<file path="config.mk">
export PLATFORM = sky130hd
export DESIGN_NAME = param_register_file_flat
export DESIGN_NICKNAME = d
export VERILOG_FILES = /design/src/rtl/param_register_file_if.sv /design/src/rtl/param_register_file.sv /design/src/flat_wrapper.sv
export SDC_FILE = /design/constraint.sdc
export NUM_CORES = 2
export LEC_CHECK = 0
export CAP_MARGIN = 0
export CORE_MARGIN = 2
export CORE_UTILIZATION = 55
export CTS_CLUSTER_SIZE = 16
export DETAILED_ROUTE_END_ITERATION = 8
export PLACE_DENSITY = 0.8
export SLEW_MARGIN = 20
export SYNTH_ARGS = -nofsm -noshare
export SYNTH_HDL_FRONTEND = slang
export SYNTH_SLANG_ARGS = --single-unit
</file>
<file path="constraint.sdc">
create_clock -name Clk -period 9.9 [get_ports Clk]
set_input_delay 2.475 -clock Clk [delete_from_list [all_inputs] [get_ports Clk]]
set_output_delay 2.475 -clock Clk [all_outputs]
set_load 0.02 [all_outputs]
</file>
<file path="src/rtl/param_register_file_if.sv">
// Bus bundle for param_register_file: read ports, write port, reservation port and Ready.
interface param_register_file_if #(
    parameter int unsigned DATA_W = 64,
    parameter int unsigned ADDR_W = 5
);
    logic [ADDR_W-1:0] RA;
    logic [ADDR_W-1:0] RB;
    logic [DATA_W-1:0] BusA;
    logic [DATA_W-1:0] BusB;
    logic              BusyA;
    logic              BusyB;
    logic [ADDR_W-1:0] RW;
    logic [DATA_W-1:0] BusW;
    logic              RegWr;
    logic              RsvVld;
    logic [ADDR_W-1:0] RsvIdx;
    logic              Ready;

    // Decode stage side: issues indices, write data and reservations.
    modport master (
        output RA, RB, RW, BusW, RegWr, RsvVld, RsvIdx,
        input  BusA, BusB, BusyA, BusyB, Ready
    );

    // Register file side.
    modport slave (
        input  RA, RB, RW, BusW, RegWr, RsvVld, RsvIdx,
        output BusA, BusB, BusyA, BusyB, Ready
    );
endinterface

</file>
<file path="src/rtl/param_register_file.sv">
// Parametrised 2-read/1-write register file with optional hardwired-zero entry,
// same-cycle write bypass, per-register busy scoreboard and a post-reset clear sweep.
module param_register_file #(
    parameter int unsigned DATA_W   = 64,
    parameter int unsigned ADDR_W   = 5,
    parameter bit          ZERO_EN  = 1'b1,
    parameter int unsigned ZERO_IDX = 31,
    parameter bit          BYPASS   = 1'b1
) (
    input  logic                  Clk,
    input  logic                  ResetL,
    param_register_file_if.slave  rf
);

    localparam int unsigned DEPTH = 1 << ADDR_W;
    localparam logic [ADDR_W-1:0] ZERO_A = ADDR_W'(ZERO_IDX);
    localparam logic [ADDR_W-1:0] LAST_A = ADDR_W'(DEPTH - 1);

    typedef enum logic {
        CLEAR = 1'b0,
        RUN   = 1'b1
    } state_t;

    state_t            state;
    state_t            stateNext;
    logic [ADDR_W-1:0] ptr;
    logic [ADDR_W-1:0] ptrNext;
    logic              readyQ;
    logic              readyNext;
    logic              clrWe;
    logic              wrEn;
    logic              rsvEn;

    logic [DATA_W-1:0] regs [DEPTH];
    logic [DEPTH-1:0]  busy;

    // Next-state logic: CLEAR walks ptr over every entry, then hands over to RUN.
    always_comb begin
        stateNext = state;
        ptrNext   = ptr;
        readyNext = readyQ;
        clrWe     = 1'b0;
        case (state)
            CLEAR: begin
                clrWe   = 1'b1;
                ptrNext = ptr + ADDR_W'(1);
                if (ptr == LAST_A) begin
                    stateNext = RUN;
                    readyNext = 1'b1;
                end
            end
            RUN: begin
            end
            default: begin
                stateNext = CLEAR;
            end
        endcase
    end

    // Architectural updates are only honoured once the sweep has finished.
    assign wrEn  = (state == RUN) && rf.RegWr  && !(ZERO_EN && (rf.RW == ZERO_A));
    assign rsvEn = (state == RUN) && rf.RsvVld && !(ZERO_EN && (rf.RsvIdx == ZERO_A));

    // State, sweep pointer and Ready registers.
    always_ff @(posedge Clk) begin
        if (!ResetL) begin
            state  <= CLEAR;
            ptr    <= '0;
            readyQ <= 1'b0;
        end else begin
            state  <= stateNext;
            ptr    <= ptrNext;
            readyQ <= readyNext;
        end
    end

    // Data array: no reset of its own, the sweep zeroes it after reset releases.
    always_ff @(posedge Clk) begin
        if (ResetL) begin
            if (clrWe) begin
                regs[ptr] <= '0;
            end else if (wrEn) begin
                regs[rf.RW] <= rf.BusW;
            end
        end
    end

    // Scoreboard: a write retires the producer, a reservation in the same cycle re-arms it.
    always_ff @(posedge Clk) begin
        if (!ResetL) begin
            busy <= '0;
        end else begin
            if (wrEn) begin
                busy[rf.RW] <= 1'b0;
            end
            if (rsvEn) begin
                busy[rf.RsvIdx] <= 1'b1;
            end
        end
    end

    // Resolve one read port: returns {busy, data}.
    function automatic logic [DATA_W:0] readPort(
        input logic              run,
        input logic [ADDR_W-1:0] idx,
        input logic              wrReq,
        input logic [ADDR_W-1:0] wrIdx,
        input logic [DATA_W-1:0] wrData,
        input logic [DATA_W-1:0] entry,
        input logic              entryBusy
    );
        logic [DATA_W:0] res;
        res = {entryBusy, entry};
        if (!run || (ZERO_EN && (idx == ZERO_A))) begin
            res = '0;
        end else if (BYPASS && wrReq && (wrIdx == idx)) begin
            res = {1'b0, wrData};
        end
        return res;
    endfunction

    // Combinational read, port A.
    always_comb begin
        {rf.BusyA, rf.BusA} = readPort(state == RUN, rf.RA, rf.RegWr, rf.RW, rf.BusW,
                                       regs[rf.RA], busy[rf.RA]);
    end

    // Combinational read, port B.
    always_comb begin
        {rf.BusyB, rf.BusB} = readPort(state == RUN, rf.RB, rf.RegWr, rf.RW, rf.BusW,
                                       regs[rf.RB], busy[rf.RB]);
    end

    assign rf.Ready = readyQ;

endmodule

</file>
<file path="src/flat_wrapper.sv">
// flat-port wrapper written by rule: the top's interface ports become plain ports
module param_register_file_flat 
#(
    parameter int unsigned DATA_W   = 64,
    parameter int unsigned ADDR_W   = 5,
    parameter bit          ZERO_EN  = 1'b1,
    parameter int unsigned ZERO_IDX = 31,
    parameter bit          BYPASS   = 1'b1
)
  (Clk, ResetL, rf_RA, rf_RB, rf_RW, rf_BusW, rf_RegWr, rf_RsvVld, rf_RsvIdx, rf_BusA, rf_BusB, rf_BusyA, rf_BusyB, rf_Ready);
  param_register_file_if #(.DATA_W(DATA_W), .ADDR_W(ADDR_W)) rf_i ();
  input  logic Clk;
  input  logic ResetL;
  input wire logic [$bits(rf_i.RA)-1:0] rf_RA;
  input wire logic [$bits(rf_i.RB)-1:0] rf_RB;
  input wire logic [$bits(rf_i.RW)-1:0] rf_RW;
  input wire logic [$bits(rf_i.BusW)-1:0] rf_BusW;
  input wire logic [$bits(rf_i.RegWr)-1:0] rf_RegWr;
  input wire logic [$bits(rf_i.RsvVld)-1:0] rf_RsvVld;
  input wire logic [$bits(rf_i.RsvIdx)-1:0] rf_RsvIdx;
  output wire logic [$bits(rf_i.BusA)-1:0] rf_BusA;
  output wire logic [$bits(rf_i.BusB)-1:0] rf_BusB;
  output wire logic [$bits(rf_i.BusyA)-1:0] rf_BusyA;
  output wire logic [$bits(rf_i.BusyB)-1:0] rf_BusyB;
  output wire logic [$bits(rf_i.Ready)-1:0] rf_Ready;
  assign rf_i.RA = rf_RA;
  assign rf_i.RB = rf_RB;
  assign rf_i.RW = rf_RW;
  assign rf_i.BusW = rf_BusW;
  assign rf_i.RegWr = rf_RegWr;
  assign rf_i.RsvVld = rf_RsvVld;
  assign rf_i.RsvIdx = rf_RsvIdx;
  assign rf_BusA = rf_i.BusA;
  assign rf_BusB = rf_i.BusB;
  assign rf_BusyA = rf_i.BusyA;
  assign rf_BusyB = rf_i.BusyB;
  assign rf_Ready = rf_i.Ready;
  param_register_file #(.DATA_W(DATA_W), .ADDR_W(ADDR_W), .ZERO_EN(ZERO_EN), .ZERO_IDX(ZERO_IDX), .BYPASS(BYPASS)) u_core (.Clk(Clk), .ResetL(ResetL), .rf(rf_i));
endmodule
</file>
==> flow_summary.json <==
{
  "crit_path_end": "rf_BusA[34]",
  "hold_violations": 0,
  "ys_seq_elements": 2087,
  "setup_ws_ns": 1.10,
  "dieWidth_um": 425,
  "netlist_area_sq_mm": 0.0976,
  "synthDistinctLibCells": 51,
  "startpoint_type": "input port",
  "max-vdd-ir-drop_mv": 0.180,
  "holdWs_ns": 0.473,
  "hpwl_mm": 159,
  "totalWireLength_mm": 296,
  "setup_tns_ns": 0,
  "cts_made_buffers": 203,
  "p_leak_nw": 35.9,
  "rrSetupSlack_ns": 5.04,
  "yosys.area.top_type": "edfxtp_1",
  "gr-max-usage-layer": "met2",
  "die_area_sq_mm": 0.181,
  "yosys_most_used_dff": "edfxtp_1",
  "ctsHoldBuffers": 0,
  "num-nets-final": 5448,
  "grt_max_degree": 109,
  "multi_input_area_sq_mm": 0.0334,
  "end_kind": "output port",
  "pre_cts_ws_ns": 1.30,
  "fp.dieH_um": 425,
  "grt_pass1_wl_mm": 421,
  "slew_viol_final": 0,
  "clock_latency_ns": 0.85,
  "io_buffers": 218,
  "fill_cells": 11685,
  "synthArstFlopShare": 0,
  "ant_nets": 0,
  "netlist_instances": 5200,
  "place_congestion": 0.841,
  "grt_use_met2": 0.502,
  "drt_iter0_drc": 9502,
  "avgViaCountPerCell": 7.70,
  "clk_pin_slew_ns": 0.06,
  "grt_pass1_vias": 60929,
  "cts_resized": 0,
  "rsz0062_at_grt": "false",
  "p_per_area_mw_per_mm2": 169,
  "r2r_end": "u_core.regs[24][36]$_DFFE_PP_",
  "final_common_cell": "edfxtp_1",
  "crit_start": "rf_RA[3]",
  "vias": 60605,
  "start_util": 0.553,
  "seq_area_frac_synth": 0.638,
  "tightestPinTransition_ns": 1.24,
  "drc_errors": 0,
  "final_cell_mix": "2048 x edfxtp_1, 781 x mux4_2, 528 x mux2i_1",
  "holdCritStartpoint": "u_core.rf.Ready$_SDFFE_PN0P_",
  "clk_path_buf_depth": 3,
  "area_delta_synth_final_pct": 12.3,
  "drv_cap": 0,
  "cts_tree": "done",
  "yosys-top-cells-area": "edfxtp_1 63%, mux4_2 18%, mux2i_1 5.4%, a22o_1 2.3%, a2111oi_2 2.0%",
  "row_count": 154,
  "critPathMaxFanout": 16,
  "grt_remaining_overflow": 0,
  "syn_avg_cell_area_sq_um": 18.8,
  "finalSetupViolations": 0,
  "fin_crit_ns": 8.80,
  "io_pins": 219,
  "power.total_mw": 18.6,
  "register_area_sq_mm": 0.0623,
  "drive_above_1_share": 0.257,
  "cts.sinks": 2087,
  "arrival_ns": 6.32,
  "required_ns": 7.43,
  "status": "completed",
  "grt_util_all_layers": 0.324,
  "post_drt_wl_per_cell_um": 37.6,
  "synth_fp_nets": 5290,
  "design.core.area_sq_mm": 0.176,
  "cts-htree-levels": 4,
  "slew_headroom": 0.173,
  "post_cts_buffers": 0,
  "yosysTopAreaCellShare": 0.630,
  "clock-root-buffer": "clkbuf_16",
  "r2r_start": "u_core.state$_SDFF_PN0_",
  "drtPass1Iterations": 6,
  "met3_usage": 0.0805,
  "synth-edff-count": 2048,
  "r2r_cells": 5,
  "antenna_found_initial": 5,
  "criticalPathCategory": "in -> out",
  "hold_path_class": "reg -> reg",
  "clock.fmax_ghz": 0.114,
  "met1_usage": 0.417,
  "fin_skew_ns": 0.0370,
  "fin_crit_sh": 0.889,
  "yosys_warnings": 0
}
report_power, final:
part / internal, mW / total [mW] / switching [mW]
clock: 4.26 / 7.65 / 3.39
combinational: 0.501 / 1.28 / 0.777
sequential: 9.62 / 9.64 / 0.0259
how the worst min path moves through the flow:
stage	depth (start not counted)	end	slack, ns
6_report	1	u_core.rf.Ready$_SDFFE_PN0P_	0.47
2_1_floorplan	1	u_core.busy[31]$_SDFF_PN0_	0.46
3_5_place_dp	1	u_core.rf.Ready$_SDFFE_PN0P_	0.46
5_1_grt	1	u_core.rf.Ready$_SDFFE_PN0P_	0.51
4_1_cts	1	u_core.rf.Ready$_SDFFE_PN0P_	0.48
3_3_place_gp	1	u_core.rf.Ready$_SDFFE_PN0P_	0.45
per-layer routing:
metal / vias to the layer above / share of wire / wire, um
met5: - / 0.00011 / 32
li1: 22946 / - / -
met2: 5333 / 0.47 / 138000
met3: 1143 / 0.13 / 39600
met1: 31179 / 0.33 / 97100
met4: 4 / 0.070 / 20700
per-stage QoR:
step	area [sq um]	instances	utilization
after global routing	110000	7868	0.621
after CTS	110000	7868	0.621
after global placement	103000	7491	0.584
final	110000	7870	0.621
after detailed placement	103000	7493	0.584
after floorplan	97600	5200	-
Yosys cell counts, types with 8 or more instances:
| cell | count |
|---|---|
| nor2_1 | 37 |
| buf_4 | 30 |
| nand2b_1 | 12 |
| a21boi_0 | 32 |
| o21ai_0 | 32 |
| and2_1 | 67 |
| o221ai_1 | 131 |
| nor2b_1 | 11 |
| edfxtp_1 | 2048 |
| a22o_1 | 254 |
| a2111oi_2 | 127 |
| a21oi_1 | 261 |
| mux2i_1 | 528 |
| nand3_1 | 15 |
| mux4_2 | 781 |
| buf_6 | 36 |
| clkbuf_1 | 237 |
| buf_2 | 114 |
| and3_1 | 8 |
| a22oi_1 | 129 |
| nand2_1 | 51 |
| o22ai_1 | 130 |
| dfxtp_1 | 39 |
| buf_1 | 31 |
logic make-up (layout without fill, tap and decap cells):
logic type	after synthesis	after routing	share of synthesized area
AO/OA/AOI/OAI	1112	1112	0.0912
XOR/XNOR	4	4	0.000359
adder cells (fa/ha/maj)	2	2	0.000256
buffers and inverters	458	786	0.0231
flip-flops	2087	2087	0.638
multiplexers	1311	1311	0.235
other	0	2	0
AND/OR/NAND/NOR	226	226	0.0122
critical path, stage by stage:
cell and delay [ns]:
clkdlybuf4s50_1 1.07, nor2b_4 0.56, buf_4 0.43, a2111oi_2 0.12, a21oi_1 0.80, a22o_1 0.24
clkdlybuf4s50_1 0.60
registers in the layout, indices dropped and copies added, names as in the netlist:
register and flops:
u_core.busy 32, u_core.regs 2048, u_core.state 1, u_core.ptr 5, u_core.rf.Ready 1
area by class of cell:
class | instances | share of cell area
Clock buffer | 255 | 0.0485
Timing Repair Buffer | 404 | 0.0404
Antenna cell | 2 | 0.0000457
Inverter | 7 | 0.000240
Tap cell | 2340 | 0.0267
Clock inverter | 120 | 0.0108
Sequential cell | 2087 | 0.568
Multi-Input combinational cell | 2655 | 0.305
No activity file was read; power rests on OpenSTA's default activity.
